$ cat src/rtl/feature_wdma_gen.sv
// rtl/feature_wdma_gen.sv - feature-map write DMA: pixel stream to MCIF burst write requests
// Walks width (bursts), height (rows by line stride) and channel groups (by surface stride).
// Each burst is one command word followed by cmd_len+1 data beats on the same request channel.
// Optional build macro WDMA_PERF_CNT_EN enables the request stall-cycle counter.
module feature_wdma_gen #(
    parameter int TOUT      = 32,
    parameter int DAT_DW    = 8,
    parameter int BURST_LEN = 16,
    parameter int W_BITS    = 12,
    parameter int H_BITS    = 12,
    parameter int CH_BITS   = 12,
    parameter int ADDR_W    = 32
) (
    input  logic                                              clk,
    input  logic                                              rst_n,
    input  logic                                              start,
    input  logic [W_BITS-1:0]                                 w_m1,
    input  logic [H_BITS-1:0]                                 h_m1,
    input  logic [CH_BITS-1:0]                                ch_groups,
    input  logic [ADDR_W-1:0]                                 base_addr,
    input  logic [ADDR_W-1:0]                                 surface_stride,
    input  logic [ADDR_W-1:0]                                 line_stride,
    input  logic                                              dat_in_vld,
    input  logic [TOUT*DAT_DW-1:0]                            dat_in_pd,
    output logic                                              dat_in_rdy,
    output logic                                              wr_req_vld,
    input  logic                                              wr_req_rdy,
    output logic [2+$clog2(BURST_LEN)+ADDR_W+TOUT*DAT_DW-1:0] wr_req_pd,
    input  logic                                              wr_rsp_complete,
    output logic                                              busy,
    output logic                                              done,
    output logic [31:0]                                       perf_stall_cnt
);

    localparam int LBL  = $clog2(BURST_LEN);
    localparam int DW   = TOUT * DAT_DW;
    localparam int PD_W = 2 + LBL + ADDR_W + DW;
    localparam int BPP  = DW / 8;
    // Byte distance between consecutive bursts of one row.
    localparam logic [ADDR_W-1:0] BURST_BYTES = ADDR_W'(BURST_LEN * BPP);

    typedef enum logic [1:0] {
        IDLE     = 2'd0,
        CMD      = 2'd1,
        DATA     = 2'd2,
        WAIT_RSP = 2'd3
    } state_t;

    state_t               state_q;
    logic                 busy_q;
    logic                 done_q;

    // Configuration captured at start so the caller may change inputs mid-run.
    logic [W_BITS-1:0]    w_m1_q;
    logic [H_BITS-1:0]    h_m1_q;
    logic [CH_BITS-1:0]   ch_groups_q;
    logic [ADDR_W-1:0]    base_addr_q;
    logic [ADDR_W-1:0]    surface_stride_q;
    logic [ADDR_W-1:0]    line_stride_q;

    // Loop position and the incrementally accumulated byte offsets.
    logic [LBL-1:0]       beat_cnt_q;
    logic [W_BITS-1:0]    burst_idx_q, burst_idx_d;
    logic [H_BITS-1:0]    row_q, row_d;
    logic [CH_BITS-1:0]   chg_q, chg_d;
    logic [ADDR_W-1:0]    chg_base_q, chg_base_d;
    logic [ADDR_W-1:0]    row_base_q, row_base_d;
    logic [ADDR_W-1:0]    cur_off_q, cur_off_d;

    logic                 burst_last;
    logic                 row_last;
    logic                 chg_last;
    logic                 final_burst;
    logic [LBL-1:0]       cmd_len;
    logic                 beat_last;
    logic                 data_hs;
    logic [PD_W-1:0]      cmd_word;
    logic [PD_W-1:0]      data_word;

    assign burst_last  = (burst_idx_q == (w_m1_q >> LBL));
    assign row_last    = (row_q == h_m1_q);
    assign chg_last    = (chg_q == (ch_groups_q - CH_BITS'(1)));
    assign final_burst = burst_last && row_last && chg_last;
    // Only the tail burst of a row can be short; all others run the full burst length.
    assign cmd_len     = burst_last ? w_m1_q[LBL-1:0] : LBL'(BURST_LEN - 1);
    assign beat_last   = (beat_cnt_q == cmd_len);
    assign data_hs     = (state_q == DATA) && dat_in_vld && wr_req_rdy;

    assign cmd_word  = {1'b1, {(DW-ADDR_W){1'b0}}, base_addr_q, final_burst, cmd_len, cur_off_q};
    assign data_word = {{(PD_W-DW){1'b0}}, dat_in_pd};

    // Next loop position once the current burst has finished: step width, then row, then channel group.
    always_comb begin
        burst_idx_d = burst_idx_q + W_BITS'(1);
        row_d       = row_q;
        chg_d       = chg_q;
        chg_base_d  = chg_base_q;
        row_base_d  = row_base_q;
        cur_off_d   = cur_off_q + BURST_BYTES;
        if (burst_last) begin
            burst_idx_d = '0;
            if (!row_last) begin
                row_d      = row_q + H_BITS'(1);
                row_base_d = row_base_q + line_stride_q;
                cur_off_d  = row_base_d;
            end else begin
                row_d      = '0;
                chg_d      = chg_q + CH_BITS'(1);
                chg_base_d = chg_base_q + surface_stride_q;
                row_base_d = chg_base_d;
                cur_off_d  = chg_base_d;
            end
        end
    end

    // Main sequencer: command/data alternation per burst, then wait for write retirement.
    always_ff @(posedge clk or negedge rst_n) begin
        if (!rst_n) begin
            state_q          <= IDLE;
            busy_q           <= 1'b0;
            done_q           <= 1'b0;
            w_m1_q           <= '0;
            h_m1_q           <= '0;
            ch_groups_q      <= '0;
            base_addr_q      <= '0;
            surface_stride_q <= '0;
            line_stride_q    <= '0;
            beat_cnt_q       <= '0;
            burst_idx_q      <= '0;
            row_q            <= '0;
            chg_q            <= '0;
            chg_base_q       <= '0;
            row_base_q       <= '0;
            cur_off_q        <= '0;
        end else begin
            done_q <= 1'b0;
            case (state_q)
                IDLE: begin
                    if (start) begin
                        w_m1_q           <= w_m1;
                        h_m1_q           <= h_m1;
                        ch_groups_q      <= ch_groups;
                        base_addr_q      <= base_addr;
                        surface_stride_q <= surface_stride;
                        line_stride_q    <= line_stride;
                        beat_cnt_q       <= '0;
                        burst_idx_q      <= '0;
                        row_q            <= '0;
                        chg_q            <= '0;
                        chg_base_q       <= '0;
                        row_base_q       <= '0;
                        cur_off_q        <= '0;
                        busy_q           <= 1'b1;
                        state_q          <= CMD;
                    end
                end
                CMD: begin
                    if (wr_req_rdy) begin
                        beat_cnt_q <= '0;
                        state_q    <= DATA;
                    end
                end
                DATA: begin
                    if (data_hs) begin
                        if (beat_last) begin
                            beat_cnt_q <= '0;
                            if (final_burst) begin
                                state_q <= WAIT_RSP;
                            end else begin
                                burst_idx_q <= burst_idx_d;
                                row_q       <= row_d;
                                chg_q       <= chg_d;
                                chg_base_q  <= chg_base_d;
                                row_base_q  <= row_base_d;
                                cur_off_q   <= cur_off_d;
                                state_q     <= CMD;
                            end
                        end else begin
                            beat_cnt_q <= beat_cnt_q + LBL'(1);
                        end
                    end
                end
                WAIT_RSP: begin
                    if (wr_rsp_complete) begin
                        busy_q  <= 1'b0;
                        done_q  <= 1'b1;
                        state_q <= IDLE;
                    end
                end
                default: state_q <= IDLE;
            endcase
        end
    end

    // Data beats pass straight through so MCIF back-pressure reaches the pixel source in the same cycle.
    assign wr_req_vld = (state_q == CMD) || ((state_q == DATA) && dat_in_vld);
    assign dat_in_rdy = (state_q == DATA) && wr_req_rdy;
    assign wr_req_pd  = (state_q == CMD)  ? cmd_word  :
                        (state_q == DATA) ? data_word : '0;
    assign busy       = busy_q;
    assign done       = done_q;

`ifdef WDMA_PERF_CNT_EN
    logic [31:0] stall_cnt_q;

    // Saturating count of cycles where a request is offered but MCIF is not ready.
    always_ff @(posedge clk or negedge rst_n) begin
        if (!rst_n) begin
            stall_cnt_q <= '0;
        end else if ((state_q == IDLE) && start) begin
            stall_cnt_q <= '0;
        end else if (wr_req_vld && !wr_req_rdy && (stall_cnt_q != '1)) begin
            stall_cnt_q <= stall_cnt_q + 32'd1;
        end
    end

    assign perf_stall_cnt = stall_cnt_q;
`else
    assign perf_stall_cnt = '0;
`endif

endmodule

$ cat config.mk
export PLATFORM = sky130hd
export DESIGN_NAME = feature_wdma_gen
export DESIGN_NICKNAME = d
export VERILOG_FILES = /design/src/rtl/feature_wdma_gen.sv
export SDC_FILE = /design/constraint.sdc
export NUM_CORES = 1
export LEC_CHECK = 0
export ABC_AREA = 0
export CAP_MARGIN = 30
export CORE_AREA = 2 2 285 287
export CTS_BUF_LIST = sky130_fd_sc_hd__clkbuf_8
export CTS_CLUSTER_SIZE = 28
export DETAILED_ROUTE_END_ITERATION = 10
export DIE_AREA = 0 0 287 289
export GPL_TIMING_DRIVEN = 0
export PLACE_DENSITY_LB_ADDON = 0.25
export SYNTH_ARGS = -nofsm -noshare
export SYNTH_HDL_FRONTEND = slang
export SYNTH_SLANG_ARGS = --single-unit
$ cat constraint.sdc
create_clock -name clk -period 6.7 [get_ports clk]
set_input_delay 0.67 -clock clk [delete_from_list [all_inputs] [get_ports clk]]
set_output_delay 0.67 -clock clk [all_outputs]
set_load 0.01 [all_outputs]
==> Word level (Yosys, flattened, before mapping) <==
Index checks and enable logic that the tools add are counted.
Widths: inputs -> output; s select.
{ "totals": {"ff_bits": 272, "out_inout_bits": 330, "input_bits": 394} }
{ "classes": {"eq_ne": 15, "n_reduce_logical": 17, "n_mux": 56, "addsub": 8} }
{ "op_table": {"columns": ["cell", "n"], "rows": [
  ["$mux 32", 15],
  ["$mux 294", 1],
  ["$mux 256", 1],
  ["$pmux 32 s2", 3],
  ["$mux 12", 15],
  ["$pmux 12 s2", 3],
  ["$add 32x32->32", 2],
  ["$add 12x1->12 const B", 3],
  ["$add 32x10->32 const B", 1],
  ["$eq 12x12->1", 2],
  ["$mux 4", 5],
  ["$ne 2x2->1 const B", 8],
  ["$eq 12x8->1", 1],
  ["$mux 2", 6],
  ["$pmux 4 s3", 1],
  ["$sub 12x1->12 const B", 1],
  ["$reduce_and 5->1", 2],
  ["$pmux 2 s4", 1],
  ["$reduce_and 7->1", 1],
  ["$reduce_and 6->1", 1],
  ["$logic_and 1x1->1", 5],
  ["$add 4x1->4 const B", 1],
  ["$eq 2x2->1 const B", 2],
  ["$eq 4x4->1", 1],
  ["other kinds (10)", 14]
]} }

==> Logic depth before layout (Yosys ltp) <==
Gate-level depths: netlist of the first run.
{ "logic_depth": {"depth_word": 7, "depth_mapped": 13, "mapped_depth_nobuf": 12} }

==> Least setup slack after synthesis of the first run <==
OpenSTA, ideal clock, no wires.
{ "synth_path": {"path_kind": "flip-flop to output port", "start": "reg ch_groups_q[3]", "end": "out wr_req_pd[36]", "stages_incl_launch_ff": 8, "path_slack_ns": 3.544, "arrival_ns": 2.486, "cell_sequence": "dfrtp_1 > buf_6 > or4_4 > nor4_4 > xnor2_1 > a2111o_1 > a2111o_1 > o21ai_0"} }
{ "synth_via": {"elab_chain_cells": 4} }
{ "synth_rtl": {"columns": ["item", "line_no", "text"], "rows": [
  ["start, declared", "56", "logic [CH_BITS-1:0] ch_groups_q;"],
  ["start signal, assigned", "142", "ch_groups_q <= ch_groups;"],
  ["$sub 12x1->12", "82", "assign chg_last = (chg_q == (ch_groups_q - CH_BITS'(1)));"],
  ["$eq 12x12->1", "82", null],
  ["$logic_and 1x1->1", "83", "assign final_burst = burst_last && row_last && chg_last;"],
  ["$mux 294", "198", "assign wr_req_pd = (state_q == CMD) ? cmd_word :"],
  ["end, declared", "28", "output logic [2+$clog2(BURST_LEN)+ADDR_W+TOUT*DAT_DW-1:0] wr_req_pd,"]
]} }
Every way passes these cells.

==> Final worst setup path of the first run <==
{ "layout_path": {"start": "reg state_q[1]", "end": "out wr_req_pd[12]"} }
{ "layout_via": {"elab_chain_cells": 3, "word_cells_on_any_way": 4, "cone_classes": "eq/ne (2); mux (2)"} }
{ "layout_rtl": {"columns": ["item", "line_no", "text"], "rows": [
  ["start, declared", "49", "state_t state_q;"],
  ["start signal, assigned", "119", "state_q <= IDLE;"],
  ["start signal, assigned", "154", "state_q <= CMD;"],
  ["start signal, assigned", "160", "state_q <= DATA;"],
  ["$eq 2x2->1", "199", "(state_q == DATA) ? data_word : '0;"],
  ["$mux 256", "199", null],
  ["$mux 294 *", "198", null]
]} }
Every way passes the cells marked *; elsewhere a longest branch is shown, timed or not.

==> results of run 1 <==
==> cells in the final DEF (no fill, tap or decap), types with 7 or more instances in the layout <==
cell type          n
clkbuf_1          82
o21a_1             8
ha_1              68
buf_2             12
clkinv_2           7
buf_4             75
a21o_1            54
a22o_1            73
a211o_1            8
mux2i_1           13
or3_1             13
a211oi_1           9
o31ai_1           25
xnor2_1           60
nor3b_1            9
nand2_1          202
xor2_1            44
conb_1            69
a31oi_1           21
diode_2            8
clkdlybuf4s50_1  653
dfrtp_1          272
nor4_1            14
and3_1            25
nand4_1           14
clkbuf_8          66
a21oi_1           80
nand2b_1          14
o211ai_1           9
inv_1             37
nand3_1           61
nor2_1            81
o21ai_0          107
and2_1           194
nor3_1            19
nor2b_1           11
mux2_2           139
==> worst max-delay path: cells and delay by family (launching register included) <==
kind / cells / cell delay (ns)
DFF: 1 / 0.34
and+or+nand+nor: 1 / 0.54
buffers and inverters: 6 / 2.91
AOI/OAI and AO/OA: 1 / 0.39
==> cell usage after synthesis (all sizes together) (16+ instances only) <==
cell,n
nand3,61
a31oi,21
a21oi,81
nor2,81
mux2,140
xor2,44
inv,23
and2,194
and3,25
ha,68
dfrtp,272
o31ai,26
o21ai,110
nor4,16
xnor2,60
a21o,54
a22o,73
clkbuf,83
nor3,19
nand2,202
buf,94
==> final timing paths <==
path	startpoint	end	slack [ns]	cells after the start
worst min-delay path	chg_base_q[21]	chg_base_q[21]	0.47	2
worst max register to register	state_q[1]	row_q[6]	2.79	8
worst min register to register	chg_base_q[21]	chg_base_q[21]	0.47	2
max in group asynchronous	rst_n	base_addr_q[30]	5.01	3
min in group asynchronous	rst_n	surface_stride_q[1]	0.56	2
worst max-delay path	state_q[1]	wr_req_pd[12]	1.17	8
==> logic make-up (layout without fill, tap and decap cells) <==
kind of cell	count (synthesis)	count (layout)	share of synthesized area, %
AOI/OAI and AO/OA	446	446	17.0
xor gates and xnor gates	104	104	5.07
DFF	272	272	37.9
buffers and inverters	200	953	6.01
and+or+nand+nor	678	678	19.6
other	1	77	0.0209
muxes	153	153	9.50
adders and majority gates	70	70	4.96
==> metal layers <==
layer / global-route usage [%] / wire (um) / vias up
li1: - / - / 8305
met3: 6.17 / 6810 / 128
met4: 8.18 / 3750 / 10
met1: 26.7 / 39000 / 8655
met2: 42.3 / 52000 / 666
met5: 0 / 122 / -
==> power by group <==
part / switching [uW] / internal, uW / total, uW / leakage (uW)
Clock: 792 / 1040 / 1830 / 0.000638
Sequential: 518 / 2230 / 2750 / 0.00346
Combinational: 3720 / 2970 / 6690 / 0.00808
Total: 5030 / 6230 / 11300 / 0.0122
==> sequential cells by signal, summed over array words and instances (netlist names), 2 cells and up <==
name and cells:
base_addr_q 32, beat_cnt_q 4, burst_idx_q 12, ch_groups_q 12, chg_base_q 32, chg_q 12
cur_off_q 32, h_m1_q 12, line_stride_q 32, row_base_q 32, row_q 12, state_q 2
surface_stride_q 32, w_m1_q 12
==> per-stage QoR <==
stage / area [um2] / total power (uW) / setup slack, ns / setup TNS [ns]
2_1_floorplan: 18200 / 6250 / 3.54 / 0
3_3_place_gp: 26100 / 9420 / -7.93 / -2140.38
3_5_place_dp: 26200 / 9460 / 1.83 / 0
4_1_cts: 27300 / 11300 / 1.10 / 0
5_1_grt: 27300 / 11900 / 0.953 / 0
6_report: 27400 / 11300 / 1.17 / 0
==> area by class of cell <==
type                       instances  area, um2
timing repair buffer             659       6650
sequential                       272       6810
tap                             1060       1330
inverter                          23       86.3
antenna                            8       20.0
buffer                           177        993
clock inverter                    28        231
multi-input combinational       1520      10300
fill                            8378      52500
clock buffer                      66        908
==> results.py, run 1 <==
metrics = {
    "logic_synthesis": {
        "synth.largest_area_cell": "dfrtp_1",
        "avgSynthCellArea_um2": 9.34,
        "synth_edf_count": 0,
        "seq_area_frac_synth_pct": 37.9,
        "ys_ff_latch": 272,
        "ys_types": 77,
        "synth-main-ff-cell": "dfrtp_1",
        "yosysWarnings": 0,
        "syn_inst": 1924,
        "synthesis.area_um2": 18000,
        "synth_area_leaders": "dfrtp_1 38%, mux2_2 8.7%, and2_1 6.8%, ha_1 4.7%, nand2_1 4.2%",
        "synth.top_cell.area_share_pct": 37.9,
        "async_reset_ff_share_pct": 100,
    },
    "timing": {
        "tightest_slew_ns": 0.933,
        "drv_slew": 0,
        "relSlewSlack_pct": 37.8,
        "period_needed_ns": 5.53,
        "hold_slack_ns": 0.468,
        "finalClockSkew_ns": 0.0301,
        "hold_violations": 0,
        "final.period_utilization_pct": 82.5,
        "setup_viol": 0,
        "rsz0062_at_grt": "false",
        "max_clock_freq_mhz": 181,
    },
    "global_route": {
        "antenna_found_initial": 17,
        "grt_first_pass_wirelength_um": 136000,
        "grt_usage_pct": 23.5,
        "grt_pass1_vias": 17300,
        "grt_max_degree": 109,
        "grt_overflow_total": 0,
    },
    "clock_tree": {
        "cts.clk_slew.worst_paths_ns": 0.06,
        "clk_path_buf_depth": 3,
        "post_cts_buffers": 0,
        "ctsHoldBuffers": 1,
        "cts-root-buf": "clkbuf_8",
        "cts_resized": 0,
        "h-tree-depth": 2,
        "cts_tree": "yes",
        "clk_latency_ns": 0.65,
        "numCtsBuffers": 51,
        "clkSinkCount": 272,
    },
    "worst_setup_path": {
        "end_kind": "primary output",
        "slowest_delay_ns": 0.64,
        "cp_slowest_cell": "buf_1",
        "worst_ep_arrival_time_ns": 4.86,
        "start_kind": "flop",
        "required_ns": 6.03,
        "path_common_cell": "clkbuf_1",
        "crit_chain": "clkbuf_1, nor2b_1, clkbuf_1, buf_8, clkbuf_1, buf_1, a22o_1, clkdlybuf4s50_1",
        "crit_path_max_fanout": 10,
        "critPathKind": "reg2out",
    },
    "route": {
        "vias": 17800,
        "drc_errors": 0,
        "viasPerCell": 4.66,
        "routedWlPerCell_um": 26.7,
        "dr.pass1.iters": 5,
        "drtIter0Drc": 989,
        "wl_um": 102000,
        "ant_nets": 0,
    },
    "power_and_ir_drop": {
        "powerDensity_nw_per_um2": 412,
        "leakagePower_uw": 0.0122,
        "peakVddDrop_uv": 162,
    },
    "job": {
        "cap_violations": 0,
    },
    "placement": {
        "dp_hpwl_um": 86500,
        "dpl.cell_count": 3710,
        "place.port_buffers": 654,
        "gp_congestion": 0.940,
    },
    "floorplan": {
        "boundaryPins": 724,
        "die-area_um2": 82900,
        "die_w_um": 287,
        "die_h_um": 289,
        "core_um2": 79900,
        "rows": 104,
        "start_util_pct": 22.5,
    },
    "cells_and_area": {
        "syn_to_final_growth_pct": 52.2,
        "layout.cells.non_filler": 3813,
        "fin_nets": 3168,
        "layout-drive-gt1-share_pct": 12.2,
        "fin_util_pct": 34.2,
    },
    "outcome": {
        "status": "finished clean",
    },
    "min_path": {
        "min_path_type": "reg2reg",
    },
}
Note: power is estimated with default switching activity, not from simulation.
==> inputs of run 2 (changes only) <==
CORE_AREA = 2 2 280 282   (was 2 2 285 287)
DIE_AREA = 0 0 282 284   (was 0 0 287 289)
clock period = 5.75 ns   (was 6.7 ns; I/O delays follow)
==> run 2 against run 1 <==
Critical path depth down 1. Critical path type unchanged. Clock power up 19%. First-iteration DRC count grew 13%. Routed wire length rose by 8.5%. Global-route usage is 3.3 points higher. Clock skew is 0.017 ns higher. Combinational power rose by 16%. Via count increased by 2.5%. Sequential cell count stayed put. Power increased by 17%. Clock-buffer cell count up 8. Cell count about the same.
==> results.py, run 2 (synthesized netlist as in run 1, its figures left out) <==
metrics = {
    "cells_and_area": {
        "layout-drive-gt1-share_pct": 12.3,
        "final_common_cell": "clkdlybuf4s50_1",
        "regArea_um2": 6810,
        "multi_input_area_um2": 10300,
        "final_cell_mix": "653 x clkdlybuf4s50_1, 272 x dfrtp_1, 202 x nand2_1, 194 x and2_1, 139 x mux2_2",
        "fin_nets": 3171,
        "syn_to_final_growth_pct": 52.6,
        "n_fill_cell": 7868,
    },
    "timing": {
        "hold_violations": 0,
        "tns_ns": 0,
        "setup_ws_ns": 0.276,
        "drv_slew": 0,
        "max_clock_freq_mhz": 183,
        "final.period_utilization_pct": 95.2,
        "setup_viol": 0,
        "finalClockSkew_ns": 0.0476,
        "tightest_slew_ns": 1.05,
        "rsz0062_at_grt": "false",
        "relSlewSlack_pct": 29.3,
        "period_needed_ns": 5.47,
        "hold_slack_ns": 0.471,
    },
    "power_and_ir_drop": {
        "peakVddDrop_uv": 164,
        "powerDensity_nw_per_um2": 480,
        "fin_total_pwr_uw": 13200,
        "leakagePower_uw": 0.0122,
    },
    "min_path": {
        "holdCritStartpoint": "row_base_q[14]",
        "holdPathEnd": "row_base_q[14]",
        "min_path_type": "reg2reg",
        "hold_depth": 2,
    },
    "clock_tree": {
        "numCtsBuffers": 55,
        "clkSinkCount": 272,
        "cts_tree": "yes",
        "clk_path_buf_depth": 3,
        "clk_latency_ns": 0.67,
        "post_cts_buffers": 0,
        "h-tree-depth": 2,
        "cts-root-buf": "clkbuf_8",
        "cts.clk_slew.worst_paths_ns": 0.06,
    },
    "worst_setup_path": {
        "end_kind": "primary output",
        "crit_path_max_fanout": 10,
        "rrSetupSlack_ns": 1.64,
        "worst_ep_arrival_time_ns": 4.90,
        "startpoint": "state_q[1]",
        "critPathKind": "reg2out",
        "r2r_cells": 11,
        "start_kind": "flop",
        "slowest_delay_ns": 0.76,
        "r2r-end": "cur_off_q[27]",
        "crit_chain": "clkbuf_1, nor2b_1, clkdlybuf4s15_1, clkbuf_2, buf_1, a22o_1, clkdlybuf4s50_1",
        "required_ns": 5.18,
        "cp_slowest_cell": "clkdlybuf4s15_1",
        "reg2reg_from": "burst_idx_q[2]",
    },
    "global_route": {
        "grt_first_pass_wirelength_um": 149000,
        "grt_max_degree": 113,
        "met3_usage_pct": 5.29,
        "grt-busiest-layer": "met2",
        "grt_util_met2_pct": 48.1,
        "grt_usage_pct": 26.8,
        "grt_pass1_vias": 18100,
        "grtUsageMet1_pct": 31.5,
        "grt_overflow_total": 0,
        "antenna_found_initial": 56,
    },
    "placement": {
        "gp_congestion": 1.04,
        "post-place-ws_ns": 0.626,
        "place.port_buffers": 654,
        "dp_hpwl_um": 94900,
    },
    "floorplan": {
        "die_w_um": 282,
        "die-area_um2": 80100,
        "start_util_pct": 23.3,
        "boundaryPins": 724,
        "die_h_um": 284,
        "core_um2": 77000,
        "rows": 102,
    },
    "route": {
        "viasPerCell": 4.78,
        "ant_nets": 0,
        "dr.pass1.iters": 7,
        "wl_um": 110000,
        "routedWlPerCell_um": 29.0,
        "drtIter0Drc": 1122,
        "drc_errors": 0,
        "vias": 18200,
    },
    "outcome": {
        "status": "finished clean",
    },
    "job": {
        "cap_violations": 0,
    },
}
-- run 2: cell types whose count changed in the layout (fill, tap and decap cells not counted), moves of 2 or more --
| cell | before | now |
|---|---|---|
| clkinv_2 | 7 | 4 |
| inv_1 | 37 | 42 |
| clkinvlp_4 | 2 | 0 |
| clkbuf_2 | 1 | 3 |
| clkbuf_1 | 82 | 79 |
| bufinv_16 | 4 | 2 |
| clkbuf_8 | 66 | 74 |
| diode_2 | 8 | 20 |
| clkdlybuf4s15_1 | 0 | 2 |
-- run 2: final cells by class --
class / count / share of cell area [%]
multi-input cells: 1520 / 37.7
flip-flops and latches: 272 / 24.8
repair buffers: 658 / 24.2
well taps: 1040 / 4.75
clock buffers: 74 / 3.72
plain buffers: 177 / 3.68
clock inverters: 27 / 0.625
inverters: 23 / 0.315
diodes: 20 / 0.183
-- run 2: power breakdown --
group / internal, uW / total [uW] / leakage, uW / switching [uW]
logic: 3450 / 7760 / 0.00808 / 4310
registers: 2600 / 3220 / 0.00346 / 622
clock network: 1230 / 2180 / 0.000687 / 951
total: 7280 / 13200 / 0.0122 / 5880
-- run 2: layer usage --
layer,wire length [um],vias to the layer above,part of all wire [%]
met4,4740,18,4.3
met3,6880,168,6.2
met2,55800,779,51
met5,108,-,0.098
li1,-,8304,-
met1,42800,8934,39
-- run 2: worst max-delay path by stage --
stage | to | slack (ns) | cells after the start
finish | wr_req_pd[66] | 0.28 | 7
global route | wr_req_pd[66] | 0.03 | 7
CTS | wr_req_pd[60] | 0.03 | 7
detailed placement | wr_req_pd[66] | 0.63 | 7
global placement | base_addr_q[4] | -8.42 | 1
floorplan | wr_req_pd[36] | 2.69 | 7
-- run 2: repair_timing --
item / in CTS / in global routing
endpoints found under the hold margin: 99 / 0
gates resized for setup: 1 / 5
endpoints found under the setup margin: 7 / 13
hold buffers: 1 / 0
-- run 2: through the flow --
| stage | cells | utilization [%] | instance area (um2) |
|---|---|---|---|
| 2_1_floorplan | 1992 | - | 18200 |
| 3_3_place_gp | 3686 | 33.9 | 26100 |
| 3_5_place_dp | 3689 | 34.0 | 26100 |
| 4_1_cts | 3791 | 35.5 | 27300 |
| 5_1_grt | 3808 | 35.6 | 27400 |
| 6_report | 3811 | 35.6 | 27400 |
-- run 2: critical path, delay by kind of cell, from the launching register on --
kind            cells  cell delay, ns
flops               1            0.35
compound gates      1            0.43
simple gates        1            0.55
buf+inv             5            2.90
